--- config.mk ---
export PLATFORM = sky130hd
export DESIGN_NAME = fu_operand_collect
export DESIGN_NICKNAME = d
export VERILOG_FILES = /design/src/rtl/fu_operand_collect_pkg.sv /design/src/rtl/fu_op_fifo.sv /design/src/rtl/fu_operand_collect.sv
export SDC_FILE = /design/constraint.sdc
export NUM_CORES = 1
export LEC_CHECK = 0
export CAP_MARGIN = 40
export CORE_UTILIZATION = 45
export CTS_CLUSTER_SIZE = 25
export DETAILED_ROUTE_END_ITERATION = 10
export GPL_ROUTABILITY_DRIVEN = 1
export GPL_TIMING_DRIVEN = 0
export HOLD_SLACK_MARGIN = 0.15
export PLACE_DENSITY = 0.87
export SLEW_MARGIN = 10
export SYNTH_ARGS = -nofsm -noshare
export SYNTH_HDL_FRONTEND = slang
export SYNTH_SLANG_ARGS = --single-unit
--- constraint.sdc ---
create_clock -name clk -period 2.7 [get_ports clk]
set_clock_uncertainty 0.05 [all_clocks]
set_input_delay 0.81 -clock clk [delete_from_list [all_inputs] [get_ports clk]]
set_output_delay 0.81 -clock clk [all_outputs]
set_load 0.03 [all_outputs]
--- src/rtl/fu_operand_collect_pkg.sv ---
// Shared constants and types for the functional-unit operand-collection stage,
// so the compute logic and switch stages agree on widths and credit defaults.
package fu_operand_collect_pkg;

    localparam int DATA_WIDTH      = 32;
    localparam int OP_W            = DATA_WIDTH + 1;
    localparam int DEF_FIFO_DEPTH  = 2;
    localparam int DEF_OUT_CREDITS = 2;
    localparam int CREDIT_W        = 4;

    typedef logic [OP_W-1:0] operand_t;

endpackage

--- src/rtl/fu_op_fifo.sv ---
// DEPTH-entry synchronous operand FIFO with wrap-around pointers, an explicit
// occupancy count and an overflow pulse for a push into a full, non-popping FIFO.
module fu_op_fifo
    import fu_operand_collect_pkg::*;
#(
    parameter int DEPTH = DEF_FIFO_DEPTH
) (
    input  logic            clk,
    input  logic            rst_n,
    input  logic            push,
    input  logic            pop,
    input  logic [OP_W-1:0] din,
    output logic [OP_W-1:0] head,
    output logic            empty,
    output logic            full,
    output logic            overflow
);

    localparam int PTR_W = (DEPTH > 1) ? $clog2(DEPTH) : 1;
    localparam int CNT_W = PTR_W + 1;
    localparam logic [PTR_W-1:0] LAST_PTR = PTR_W'(DEPTH - 1);
    localparam logic [CNT_W-1:0] FULL_CNT = CNT_W'(DEPTH);

    operand_t         mem [DEPTH];
    logic [PTR_W-1:0] wr_ptr;
    logic [PTR_W-1:0] rd_ptr;
    logic [CNT_W-1:0] count;
    logic             do_push;
    logic             do_pop;

    // Explicit wrap keeps non-power-of-two depths correct.
    function automatic logic [PTR_W-1:0] next_ptr(input logic [PTR_W-1:0] p);
        return (p == LAST_PTR) ? '0 : p + 1'b1;
    endfunction

    assign empty    = (count == '0);
    assign full     = (count == FULL_CNT);
    assign do_pop   = pop && !empty;
    assign do_push  = push && (!full || do_pop);
    assign overflow = push && full && !do_pop;
    assign head     = mem[rd_ptr];

    // NOTE: storage is deliberately left out of reset; count alone decides
    // validity, so flushing the pointers is enough and the array stays plain RAM.
    always_ff @(posedge clk) begin
        if (do_push) mem[wr_ptr] <= din;
    end

    // NOTE: all state here uses non-blocking assignments so every register
    // samples the pre-edge values regardless of statement order.
    always_ff @(posedge clk or negedge rst_n) begin
        if (!rst_n) begin
            wr_ptr <= '0;
            rd_ptr <= '0;
            count  <= '0;
        end else begin
            if (do_push) wr_ptr <= next_ptr(wr_ptr);
            if (do_pop)  rd_ptr <= next_ptr(rd_ptr);
            case ({do_push, do_pop})
                2'b10:   count <= count + 1'b1;
                2'b01:   count <= count - 1'b1;
                default: count <= count;
            endcase
        end
    end

endmodule

--- src/rtl/fu_operand_collect.sv ---
// Operand-collection stage: buffers left/right operands, fires a registered
// pair to the compute logic when both are present and a downstream credit exists.
module fu_operand_collect
    import fu_operand_collect_pkg::*;
#(
    parameter int DEPTH       = DEF_FIFO_DEPTH,
    parameter int OUT_CREDITS = DEF_OUT_CREDITS
) (
    input  logic            clk,
    input  logic            rst_n,
    input  logic            l_valid,
    input  logic [OP_W-1:0] l_data,
    output logic            l_credit,
    input  logic            r_valid,
    input  logic [OP_W-1:0] r_data,
    output logic            r_credit,
    input  logic            cfg_imm_en,
    input  logic [OP_W-1:0] cfg_imm,
    input  logic            out_credit,
    output logic            fire,
    output logic [OP_W-1:0] d_in_L,
    output logic [OP_W-1:0] d_in_R,
    output logic            err
);

    localparam logic [CREDIT_W-1:0] CRED_MAX = CREDIT_W'(OUT_CREDITS);

    logic [OP_W-1:0]     l_head;
    logic [OP_W-1:0]     r_head;
    logic                l_empty, l_full, l_ovf;
    logic                r_empty, r_full, r_ovf;
    logic [CREDIT_W-1:0] credits;
    logic                can_fire;
    logic                credit_ovf;

    assign can_fire   = !l_empty && (cfg_imm_en || !r_empty) && (credits != '0);
    assign credit_ovf = out_credit && (credits == CRED_MAX);

    fu_op_fifo #(.DEPTH(DEPTH)) u_left_fifo (
        .clk      (clk),
        .rst_n    (rst_n),
        .push     (l_valid),
        .pop      (can_fire),
        .din      (l_data),
        .head     (l_head),
        .empty    (l_empty),
        .full     (l_full),
        .overflow (l_ovf)
    );

    // In immediate mode the right channel is inert: no writes, no pops.
    fu_op_fifo #(.DEPTH(DEPTH)) u_right_fifo (
        .clk      (clk),
        .rst_n    (rst_n),
        .push     (r_valid && !cfg_imm_en),
        .pop      (can_fire && !cfg_imm_en),
        .din      (r_data),
        .head     (r_head),
        .empty    (r_empty),
        .full     (r_full),
        .overflow (r_ovf)
    );

    always_ff @(posedge clk or negedge rst_n) begin
        if (!rst_n) begin
            credits  <= CRED_MAX;
            fire     <= 1'b0;
            l_credit <= 1'b0;
            r_credit <= 1'b0;
            err      <= 1'b0;
            d_in_L   <= '0;
            d_in_R   <= '0;
        end else begin
            fire     <= can_fire;
            l_credit <= can_fire;
            r_credit <= can_fire && !cfg_imm_en;
            if (can_fire) begin
                d_in_L <= l_head;
                d_in_R <= cfg_imm_en ? cfg_imm : r_head;
            end
            // A returned credit and a fire on the same edge cancel out.
            if (can_fire && !out_credit)
                credits <= credits - 1'b1;
            else if (out_credit && !can_fire && !credit_ovf)
                credits <= credits + 1'b1;
            if (l_ovf || r_ovf || credit_ovf)
                err <= 1'b1;
        end
    end

endmodule

# --- Word level (Yosys, flattened, before mapping) ---
# Memory sizes are Yosys's and may differ from the RTL's. A register that Yosys moved wholly into a read port is not among the register bits.
# Index checks and enable logic that the tools add are counted.
op_classes:
  n_addsub: 10
  mul: 0
  n_div: 0
  magnitude_cmp: 0
  n_eq_ne: 7
  shift: 0
  muxes: 13
  bitwise_logic: 0
  n_reduce_logical: 38
op_table:
  columns: ["cell", "n"]
  rows:
  - ["33-bit 2-to-1 mux", 1]
  - ["1-bit logical AND", 16]
  - ["1-bit zero test", 11]
  - ["2-bit == test (second input constant)", 4]
  - ["1-bit 2-to-1 mux", 8]
  - ["4-bit 2-to-1 mux", 2]
  - ["2-bit one-hot mux with 2 select lines", 2]
  - ["2-bit nonzero test", 3]
  - ["1-bit logical OR", 5]
  - ["1-bit adder (second input constant)", 4]
  - ["2-bit by 1-bit adder with 2-bit output (second input constant)", 2]
  - ["4-bit by 1-bit adder with 4-bit output (second input constant)", 1]
  - ["2-bit by 1-bit == test with 1-bit output (second input constant)", 2]
  - ["4-bit by 2-bit == test with 1-bit output (second input constant)", 1]
  - ["2-bit zero test", 2]
  - ["4-bit nonzero test", 1]
  - ["2-bit by 1-bit subtractor with 2-bit output (second input constant)", 2]
  - ["4-bit by 1-bit subtractor with 4-bit output (second input constant)", 1]
totals:
  ff_bits: 48
  latchBits: 0
  mem_bits_rw: 132
  mem_bits_ro: 0
  out_inout_bits: 70
  wordCells: 81
  mem_count: 2
mem_list:
  columns: ["memory", "words", "width", "read_ports", "rd_clocked_by_memory_dff", "wr", "line", "source"]
  rows:
  - ["u_left_fifo.mem", 2, 33, 1, 1, 1, "fu_op_fifo.sv:24", "operand_t mem [DEPTH];"]
  - ["u_right_fifo.mem", 2, 33, 1, 0, 1, "fu_op_fifo.sv:24", null]

# --- Longest topological paths before layout ---
logic_depth:
  ltp_word: 11
  mapped_depth: 13
  mapped_depth_nobuf: 10

# --- By module ---
# Synthesis repeated with hierarchy kept, for this count alone.
unflattened:
  hier_cells: 524
  hier_area_um2: 8600.7
by_module_without_submodules:
  columns: ["mod", "n_inst", "cells_each", "area_each_um2", "seq_area_each_um2"]
  rows:
  - ["fu_op_fifo", 2, 129, 2698.8, 2082.0]
  - ["fu_operand_collect", 1, 266, 3203.1, 1828.0]

# --- Least setup slack after synthesis ---
# No wires, ideal clock.
synth_path:
  path_type: "input-to-reg"
  from: "input cfg_imm_en"
  to: "memory u_left_fifo.mem[0][0] (netlist bit), enable pin"
  setup_time_ns: 0.423
  arrival_ns: 2.816
  setup_slack_ns: -0.590
  stages: 5
  path_cell_list: "buf_2 -> nor3_1 -> o21ai_0 -> nand2_1 -> nor2_1"
synth_between:
  elab_chain_len: 8
synth_lines:
  columns: ["item", "line", "source"]
  rows:
  - ["start, declared", "fu_operand_collect.sv:17", "input logic cfg_imm_en,"]
  - ["1-bit logical OR", "fu_operand_collect.sv:36", "assign can_fire = !l_empty && (cfg_imm_en || !r_empty) && (credits != '0);"]
  - ["1-bit logical AND (2 in series)", "fu_operand_collect.sv:36", null]
  - ["1-bit logical AND", "fu_op_fifo.sv:38", "assign do_pop = pop && !empty;"]
  - ["1-bit logical OR", "fu_op_fifo.sv:39", "assign do_push = push && (!full || do_pop);"]
  - ["1-bit logical AND", "fu_op_fifo.sv:39", null]
  - ["1-bit 2-to-1 mux", "fu_op_fifo.sv:46", "if (do_push) mem[wr_ptr] <= din;"]
  - ["1-bit 2-to-1 mux (not written as such)", "fu_op_fifo.sv:46", null]
  - ["end, declared", "fu_op_fifo.sv:24", null]
# No other way between the ends.

# --- Final worst setup path ---
layout_path:
  from: "register credits[2]"
  to: "register credits[3]"
layout_between:
  elab_chain_len: 6
  elab_cells_between_ends: 14
layout_lines:
  columns: ["item", "line", "source"]
  rows:
  - ["start, declared", "fu_operand_collect.sv:32", "logic [CREDIT_W-1:0] credits;"]
  - ["start signal, assigned", "fu_operand_collect.sv:83", "credits <= credits - 1'b1;"]
  - ["start signal, assigned", "fu_operand_collect.sv:85", "credits <= credits + 1'b1;"]
  - ["branches (longest 6 deep; another with 4-bit by 1-bit adder with 4-bit output)", null, null]
# Parallel ways; which one is timed is not known. The select of a mux whose other input is x is not followed.
# A chain may end at the register's enable or synchronous reset.

==> impl_summary.log <==
INFO  metric mostFrequentLayoutCell = sky130_fd_sc_hd__clkdlybuf4s50_1
INFO  metric setup_slack = 0.168 ns
INFO  metric design_area = ~11000 um^2
INFO  metric dominantRegCellSynth = sky130_fd_sc_hd__edfxtp_1
INFO  metric clk_transition_reported_paths = 0.06 ns
INFO  metric syn-num-nets = 685
INFO  metric yosys_cell_types = 41
INFO  metric num_rows = 48
INFO  metric power.density_cell_area = 1210 nW/um^2
INFO  metric detailed_place.area = 10300 um^2
INFO  metric path_max_fanout = 15
INFO  metric setup.worst_path.end_class = flop
INFO  metric start_util = a little under half
INFO  metric timing_worst_slew_pin_value = 0.829 ns
INFO  metric place.port_buffers = 172
INFO  metric worstPathArrival = 2.89 ns
INFO  metric area.growth.synth_to_final = 34.9%
INFO  metric worstSetupStartpointType = flop
INFO  metric achievable-frequency = 395 MHz
INFO  metric critPathRequiredTime = around 3 ns
INFO  metric r2r-start = credits[2]
INFO  metric mostFrequentLayoutCells = sky130_fd_sc_hd__clkdlybuf4s50_1 (171), sky130_fd_sc_hd__edfxtp_1 (132), sky130_fd_sc_hd__dfrtp_1 (79)
INFO  metric worst_path_largest_cell_delay = 0.45 ns
INFO  metric ir_drop = 0.638 mV
INFO  metric timing_worst_setup_path_type = reg2reg
INFO  metric report.final.hold_viol_count = 0
INFO  metric htree_levels = 1
INFO  metric fp.coreArea = between 15000 and 20000 um^2
INFO  metric synth_async_sr_flop_share = 38.0%
INFO  metric clk_root_buffer_cell = sky130_fd_sc_hd__clkbuf_16
INFO  metric hold_slack = around 0.29 ns
INFO  metric setup_violations = 0
INFO  metric dpl.hpwl = 12700 um
INFO  metric yosysSeqAreaShare = 73.3%
INFO  metric max-slew-margin-rel = between 40% and 50%
INFO  metric totalWireLength = 18100 um
INFO  metric first_iter_violations = between 300 and 400
INFO  metric detail_route.wl_per_cell = 17.7 um
INFO  metric yosys_warning_total = 0
INFO  metric run_status = complete, no violations
INFO  metric period_needed = 2.53 ns
INFO  metric pre_cts_setup_slack = -0.243 ns
INFO  metric drc = 0
INFO  metric grt_antenna_before_repair = 3
INFO  metric nNetsFinal = 885
INFO  metric critPathSlowestCell = sky130_fd_sc_hd__dfrtp_2
INFO  metric drt_pre_antenna_iters = 4
INFO  metric chipHeight = 137 um
INFO  metric gp_routability_congestion = around 0.78
INFO  metric share_of_post_route_cells_with_drive_strength_above_1 = 8.33%
INFO  metric cellLeakagePower = 4.24 nW
INFO  metric die_w = 137 um
INFO  metric clock_path_buffers = 3
INFO  metric ant_nets = 0
INFO  metric timing.critical_path.from = credits[2]
INFO  metric tritoncts_num_sinks = 213
INFO  metric grt_pass1_wl = 28100 um
INFO  metric routed-via-count = 5214
INFO  metric floorplan.die_area = 18700 um^2
INFO  metric io_pins = 175
INFO  metric cts_made_buffers = 22
INFO  metric final.period_utilization = 93.8%
INFO  metric pin_count_of_the_biggest_net_entering_global_routing = 46
INFO  metric vias_in_the_first_global_route = 5344
INFO  metric synth_seq_cells = 213
INFO  metric timing.critical_path.max_delay_family = simple AND/OR/NAND/NOR gates
INFO  metric final-max-slew-violation-count = 0
INFO  metric cts_hold_buffers = 0
INFO  metric power.total = 13.4 mW
INFO  metric timing.critical_path.cells = nor4_4 -> or3_4 -> buf_6 -> clkinv_4 -> nand2b_4 -> inv_2 -> ha_1 -> a21o_1 -> a211o_1 -> o22ai_2 -> xor2_1
INFO  metric synth_area = 8170 um^2
INFO  metric grt_setup_unrepaired = no
INFO  metric max_cap_viol_count = 0
INFO  metric gr-usage-all-layers = 19.8%
INFO  metric worstPathBufferInverterCount = 3
INFO  metric synth-edff-count = 132
INFO  metric route.detailed.vias_per_inst = 5.11
INFO  metric syn-mean-instance-area = 14.2 um^2
INFO  metric holdCritPathClass = in2async
INFO  metric tritoncts_clock_tree = yes
INFO  metric clkLatencyLatePin = 0.49 ns
INFO  metric finalSetupTns = 0 ns
INFO  metric post_synth_inst_count = 576
INFO  metric gr-total-overflow = 0
-- synth_stat cells (all sizes together), types with 3 or more instances --
cell type | n | area [um^2]
xor2 | 4 | 35.0
o21ai | 71 | 355
a21oi | 36 | 180
clkbuf | 16 | 60.1
edfxtp | 132 | 3960
nand2 | 68 | 255
buf | 18 | 118
dfrtp | 80 | 2000
inv | 7 | 26.3
xnor2 | 8 | 70.1
nor2 | 39 | 154
mux2i | 66 | 661
ha | 3 | 37.5
-- area by class of cell --
class	count	area (um^2)
Fill cell	1328	6510
Sequential cell	213	5990
Multi-Input combinational cell	321	2010
Timing Repair Buffer	177	1800
Clock buffer	32	629
Tap cell	225	282
Buffer	33	176
Clock inverter	8	88.8
Inverter	8	35.0
Antenna cell	3	7.51
-- timing repair --
action,4_1_cts,5_1_grt
setup buffers,2,0
pin swaps,1,1
resized for setup,0,2
endpoints found under the setup margin,1,1
-- stage by stage --
step / utilization [%] / std cells
final: 62.9 / 1020
after global routing: 62.9 / 1020
after CTS: 62.8 / 1018
after detailed placement: 58.7 / 976
after global placement: 58.3 / 973
after floorplan: - / 576
-- sequential cells by signal, indices dropped and copies added, names as in the netlist, 2 cells and up --
name                cells
d_in_R                 33
u_right_fifo.count      2
d_in_L                 33
credits                 4
u_left_fifo.mem        66
u_right_fifo.mem       66
u_left_fifo.count       2
-- metal layers --
layer  GRT usage (%)  vias to the layer above  wire (um)
met5               0                        -          0
met4            9.28                        0        611
met3            3.37                       40        915
met2            33.2                      150       9180
met1            25.0                     2539       7380
li1                -                     2485          -
-- final timing paths --
check | end | slack [ns] | depth (start not counted)
setup / recovery | credits[3] | 0.17 | 11
setup reg to reg | credits[3] | 0.17 | 11
max in group asynchronous | d_in_R[14] | 1.67 | 2
hold reg to reg | d_in_L[28] | 0.43 | 2
hold / removal | d_in_L[1] | 0.29 | 1
min in group clk | d_in_L[28] | 0.43 | 2
-- power breakdown --
group          switching, mW  leakage, nW  internal [mW]  total, mW
Clock                   1.16        0.347           1.81       2.96
Sequential             0.466         2.20           4.52       4.99
Combinational           3.25         1.70           2.18       5.42
Total                   4.87         4.24           8.51       13.4
-- cell families after synthesis --
family / Yosys count / synth area share [%]
compound gates: 119 / 7.76
fa+ha+maj: 4 / 0.704
simple gates: 119 / 6.12
mux: 67 / 8.22
xor+xnor: 12 / 1.29
flops: 213 / 73.3
buf+inv: 42 / 2.60
(Power assumes the default switching activity.)
